==> src/rtl/cordic_gain_accum.sv <==
// CORDIC scale-factor generator: K(N) = prod_{i<N} cos(atan(2^-i)) in IEEE-754 single.
// Each request selects N at run time. The product is accumulated one factor per clock
// through the team's combinational Floating_Point_Multiplier.
// Optional build macro GAIN_UNITY_SKIP_EN ends the run early once every remaining
// factor is exactly 1.0. The result is unchanged; only the latency shortens.

// Combinational single-precision multiplier, round-to-nearest-even.
// Denormal inputs and results are flushed to zero.
module Floating_Point_Multiplier (
   output logic [31:0] out,
   input  logic [31:0] a,
   input  logic [31:0] b
);

   logic              sign;
   logic [7:0]        exp_a;
   logic [7:0]        exp_b;
   logic [23:0]       mant_a;
   logic [23:0]       mant_b;
   logic [47:0]       product;
   logic signed [9:0] exp_sum;
   logic [22:0]       frac;
   logic              guard_bit;
   logic              sticky_bit;
   logic [23:0]       rounded;

   // Normalise the 48-bit significand product, round to nearest-even, then resolve
   // special operands and exponent range.
   always_comb begin
      sign       = a[31] ^ b[31];
      exp_a      = a[30:23];
      exp_b      = b[30:23];
      mant_a     = {1'b1, a[22:0]};
      mant_b     = {1'b1, b[22:0]};
      product    = 48'(mant_a) * 48'(mant_b);
      exp_sum    = $signed({2'b00, exp_a}) + $signed({2'b00, exp_b}) - 10'sd127;
      frac       = product[45:23];
      guard_bit  = product[22];
      sticky_bit = |product[21:0];
      if (product[47]) begin
         frac       = product[46:24];
         guard_bit  = product[23];
         sticky_bit = |product[22:0];
         exp_sum    = exp_sum + 10'sd1;
      end
      rounded = {1'b0, frac} + 24'(guard_bit & (sticky_bit | frac[0]));
      if (rounded[23]) begin
         exp_sum = exp_sum + 10'sd1;
      end
      out = {sign, exp_sum[7:0], rounded[22:0]};
      if (exp_a == 8'hFF || exp_b == 8'hFF) begin
         if ((exp_a == 8'hFF && a[22:0] != 23'd0) || (exp_b == 8'hFF && b[22:0] != 23'd0) ||
             exp_a == 8'h00 || exp_b == 8'h00) begin
            out = 32'h7FC00000;
         end else begin
            out = {sign, 8'hFF, 23'd0};
         end
      end else if (exp_a == 8'h00 || exp_b == 8'h00) begin
         out = {sign, 31'd0};
      end else if (exp_sum >= 10'sd255) begin
         out = {sign, 8'hFF, 23'd0};
      end else if (exp_sum <= 10'sd0) begin
         out = {sign, 31'd0};
      end
   end

endmodule

module cordic_gain_accum #(
   parameter int MAX_ITER = 16,
   parameter int ITER_W   = 6
) (
   input  logic              clk,
   input  logic              reset,
   input  logic              start,
   input  logic [ITER_W-1:0] n_iter,
   output logic              busy,
   output logic              done,
   output logic [31:0]       gain,
   output logic [ITER_W-1:0] n_used
);

   localparam logic [31:0]       ONE   = 32'h3F800000;
   localparam logic [ITER_W-1:0] MAX_N = ITER_W'(MAX_ITER);

   typedef enum logic [1:0] {
      IDLE,
      RUN,
      DONE
   } state_t;

   state_t            state;
   logic [ITER_W-1:0] idx;
   logic [ITER_W-1:0] n_clamped;
   logic [31:0]       mult_out;
   logic              last_step;

   // cos(atan(2^-i)) = 1/sqrt(1+2^-2i), rounded to single. From i=12 upward,
   // every factor rounds to exactly 1.0.
   function automatic logic [31:0] rom_entry(input logic [ITER_W-1:0] i);
      case (int'(i))
         0:       rom_entry = 32'h3F3504F3;
         1:       rom_entry = 32'h3F64F92E;
         2:       rom_entry = 32'h3F785B42;
         3:       rom_entry = 32'h3F7E05EC;
         4:       rom_entry = 32'h3F7F8060;
         5:       rom_entry = 32'h3F7FE006;
         6:       rom_entry = 32'h3F7FF800;
         7:       rom_entry = 32'h3F7FFE00;
         8:       rom_entry = 32'h3F7FFF80;
         9:       rom_entry = 32'h3F7FFFE0;
         10:      rom_entry = 32'h3F7FFFF8;
         11:      rom_entry = 32'h3F7FFFFE;
         default: rom_entry = ONE;
      endcase
   endfunction

   Floating_Point_Multiplier u_mul (
      .out (mult_out),
      .a   (gain),
      .b   (rom_entry(idx))
   );

   assign n_clamped = (n_iter > MAX_N) ? MAX_N : n_iter;

   // Decide whether the multiply in this RUN cycle is the final one.
   always_comb begin
      last_step = (idx == n_used - 1'b1);
`ifdef GAIN_UNITY_SKIP_EN
      if (rom_entry(idx + 1'b1) == ONE) begin
         last_step = 1'b1;
      end
`endif
   end

   // Request FSM: accept in IDLE, accumulate one factor per RUN cycle, pulse done once.
   always_ff @(posedge clk or posedge reset) begin
      if (reset) begin
         state  <= IDLE;
         idx    <= '0;
         busy   <= 1'b0;
         done   <= 1'b0;
         n_used <= '0;
         gain   <= ONE;
      end else begin
         case (state)
            IDLE: begin
               done <= 1'b0;
               if (start) begin
                  n_used <= n_clamped;
                  gain   <= ONE;
                  idx    <= '0;
                  busy   <= 1'b1;
                  if (n_clamped == '0) begin
                     state <= DONE;
                     done  <= 1'b1;
                  end else begin
                     state <= RUN;
                  end
               end
            end
            RUN: begin
               gain <= mult_out;
               idx  <= idx + 1'b1;
               if (last_step) begin
                  state <= DONE;
                  done  <= 1'b1;
               end
            end
            DONE: begin
               done  <= 1'b0;
               busy  <= 1'b0;
               state <= IDLE;
            end
            default: begin
               state <= IDLE;
               done  <= 1'b0;
               busy  <= 1'b0;
            end
         endcase
      end
   end

endmodule
==> config.mk <==
export PLATFORM = sky130hd
export DESIGN_NAME = cordic_gain_accum
export DESIGN_NICKNAME = d
export VERILOG_FILES = /design/src/rtl/cordic_gain_accum.sv
export SDC_FILE = /design/constraint.sdc
export NUM_CORES = 2
export LEC_CHECK = 0
export CAP_MARGIN = 20
export CORE_MARGIN = 2
export CORE_UTILIZATION = 25
export CTS_CLUSTER_SIZE = 12
export DETAILED_ROUTE_END_ITERATION = 7
export PLACE_DENSITY_LB_ADDON = 0.3
export SYNTH_ARGS = -nofsm -noshare
export SYNTH_HDL_FRONTEND = slang
export SYNTH_HIERARCHICAL = 1
export SYNTH_SLANG_ARGS = --single-unit
==> constraint.sdc <==
create_clock -name clk -period 10.2 [get_ports clk]
set_input_delay 2.55 -clock clk [delete_from_list [all_inputs] [get_ports clk]]
set_output_delay 2.55 -clock clk [all_outputs]
set_load 0.005 [all_outputs]
==> impl_metrics.tcl <==
set metrics [dict create \
    antenna_found_initial 5 \
    yosys_warnings 6 \
    dp_cells 4429 \
    clock_path_buffers 2 \
    path_clk_slew_ns 0.08 \
    maxCapViolations 0 \
    io_pins 49 \
    portBuffers 48 \
    worstHoldPathType "register to register" \
    met3_usage_pct 2.62 \
    area_growth_pct 18.7 \
    grt_max_degree 49 \
    ant_nets 0 \
    postLayoutCoreUtil_pct 30.0 \
    slowest_delay_ns 0.56 \
    core_area_mm2 0.0986 \
    synthFlopType "dfrtp_1" \
    root_buffer "clkbuf_16" \
    synth-edff-count 0 \
    drtIter0Drc 1260 \
    crit_arrival_ns 10.17 \
    yosysUniqueCellTypes 93 \
    seq_area_mm2 0.00121 \
    max_freq_ghz 0.101 \
    final_nets 3869 \
    met1_usage_pct 22.3 \
    grt_use_total_pct 16.9 \
    overflow 0 \
    grt-busiest-layer "met2" \
    synthSimpleGateAreaFrac_pct 19.8 \
    numCtsBuffers 5 \
    synthXorXnorAreaFrac_pct 3.10 \
    crit_slowest_cell "fa_1" \
    hold_buffers 0 \
    finalSetupViolations 0 \
    place_congestion 0.926 \
    cts_tree "yes" \
    place_area_mm2 0.0286 \
    multi_input_area_mm2 0.0214 \
    synthAdderAreaFrac_pct 48.9 \
    final_area_mm2 0.0295 \
    wl_um 86300 \
    min_period_ns 9.94 \
    finalCritPeriodShare_pct 97.4 \
    relSlewSlack_pct 29.8 \
    dieHeight_um 320 \
    cts_max_level 2 \
    die_area_mm2 0.102 \
    seq_area_frac_synth_pct 4.86 \
    critPathCaptureType "register" \
    drive_above_1_share_pct 13.8 \
    synth-compound-area-share_pct 10.7 \
    cts_sinks 48 \
    required_ns 10.44 \
    crit_path_start_kind "register" \
    crit_path_frequent_cell "fa_1" \
    grt_pass1_vias 22019 \
    vias 20954 \
    avgSynthCellArea_um2 8.38 \
    cp_max_fo 30 \
    first_pass_iters 5 \
    start_util_pct 25.2 \
    finalHoldViolations 0 \
    synth_area_mm2 0.0249 \
    path_class "register to register" \
    async_flop_share_pct 100 \
    wl_per_cell_um 19.3 \
    dpl.hpwl_um 70800 \
    synth.area.mux_share_pct 0.835 \
    stdcell_count 4467 \
    clkLatencyLatePin_ns 0.31 \
    tightest_slew_ns 1.05 \
    use_met2_pct 29.0 \
    skew_ns 0.00971 \
    syn_inst 2971 \
    viasPerCell 4.69 \
    maxSlewViolCount 0 \
    ys_ff_latch 48 \
    grt_pass1_wl_um 133000 \
    die-width_um 320 \
    status "complete, no violations" \
    nFillCells 10516 \
    num_rows 115 \
    drc 0 \
    synth_top_family_by_area "adder cells" \
]
[path summary, 6_finish.rpt]
path,from,to,slack (ns),depth (start not counted)
hold / removal,busy,busy,0.53,2
setup reg to reg,idx[0],gain[7],0.26,39
max in group asynchronous,reset,idx[1],6.95,3
setup / recovery,idx[0],gain[7],0.26,39
hold reg to reg,busy,busy,0.53,2
min in group asynchronous,reset,busy,2.74,3
[cell families after synthesis]
| group | count (synthesis) |
|---|---|
| muxes | 20 |
| and+or+nand+nor | 986 |
| other | 2 |
| AOI/OAI and AO/OA | 378 |
| adders and majority gates | 682 |
| DFF | 48 |
| xor gates and xnor gates | 88 |
| buffers and inverters | 767 |
[state kept, by name (all words and copies together), names as in the netlist]
name / count
gain: 32
idx: 6
n_used: 6
state: 2
busy: 1
done: 1
[cell usage after synthesis, types with 5 or more instances]
master     number  area, um^2
nand3_1        26         130
nor3_1         48         240
o21ai_1        15        75.1
a211o_1        12         105
a2111oi_0       8        70.1
inv_1         613        2300
nor4_1         28         175
xnor2_1        54         473
o21a_1          9        67.6
o21bai_1        6        45.0
dfrtp_1        41        1030
xor2_1         34         298
and2_1        253        1580
a31oi_1         9        56.3
o2111ai_1       6        52.6
o211ai_1       17         128
a211oi_1       14         105
and3_1          9        56.3
a21oi_1        96         480
ha_1          199        2490
nand2b_1       12        75.1
o21ai_0        65         325
o22a_1          8        70.1
and4_1          6        52.6
a21o_1         16         120
clkbuf_1      111         417
buf_1           7        26.3
nor3b_1         5        37.5
buf_2          23         115
dfstp_2         7         184
nor2_1        148         556
a22o_1         29         254
a2111oi_2       8         120
mux2i_1        17         170
or2_2           5        31.3
o31ai_1         5        37.5
buf_4           6        45.0
or4_1           8        60.1
fa_1          483        9670
nor2b_1         7        43.8
nand2_1       369        1390
nand4_1        33         206
or3_1           8        50.1
[through the flow]
step	hold slack [ns]	setup slack, ns	TNS [ns]
floorplan	0.505	0.0139	0
global placement	0.513	-0.139	-2.61
detailed placement	0.514	-0.232	-4.98
CTS	0.537	0.0412	0
global route	0.550	-0.0433	-0.388
finish	0.528	0.264	0
[per-layer routing]
metal / part of all wire, % / up-vias / wire, um
li1: - / 9681 / -
met1: 44 / 10589 / 37600
met2: 48 / 569 / 41200
met3: 5.8 / 109 / 5020
met4: 2.8 / 6 / 2460
met5: 0.080 / - / 69
[repair_timing]
action | CTS | global route
cloned | 0 | 3
setup endpoints to repair | 31 | 31
gates resized for setup | 5 | 111
setup buffers | 0 | 26
pin swaps | 1 | 48
[worst max-delay path: cells and delay by family (launching register included)]
family	cells	cell delay, ns
compound gates	7	1.75
xor+xnor	2	0.38
flops	1	0.44
simple gates	9	1.88
fa+ha+maj	9	3.82
buf+inv	12	1.55
[cells in the final DEF (no fill, tap or decap), drive strengths merged, types with 29 or more instances in the layout]
master,netlist,layout
inv,614,613
fa,483,483
nand2,369,369
buf,39,278
and2,253,253
ha,199,199
nor2,148,148
a21oi,100,100
o21ai,83,83
xnor2,54,54
nor3,51,51
clkdlybuf4s50,0,48
dfrtp,41,41
xor2,34,34
nand4,33,33
nor4,30,30
a22o,29,29
[final cells by class]
type                    count  share of cell area (%)
diodes                      1                 0.00847
repair buffers            330                    9.56
well taps                1287                    5.45
clock buffers               5                   0.423
flip-flops and latches     48                    4.11
inverters                 617                    7.86
multi-input cells        2176                    72.4
clock inverters             3                   0.144
Power is not shown: default switching activity piles up to over one toggle a cycle in this logic, so the estimate is an artifact.
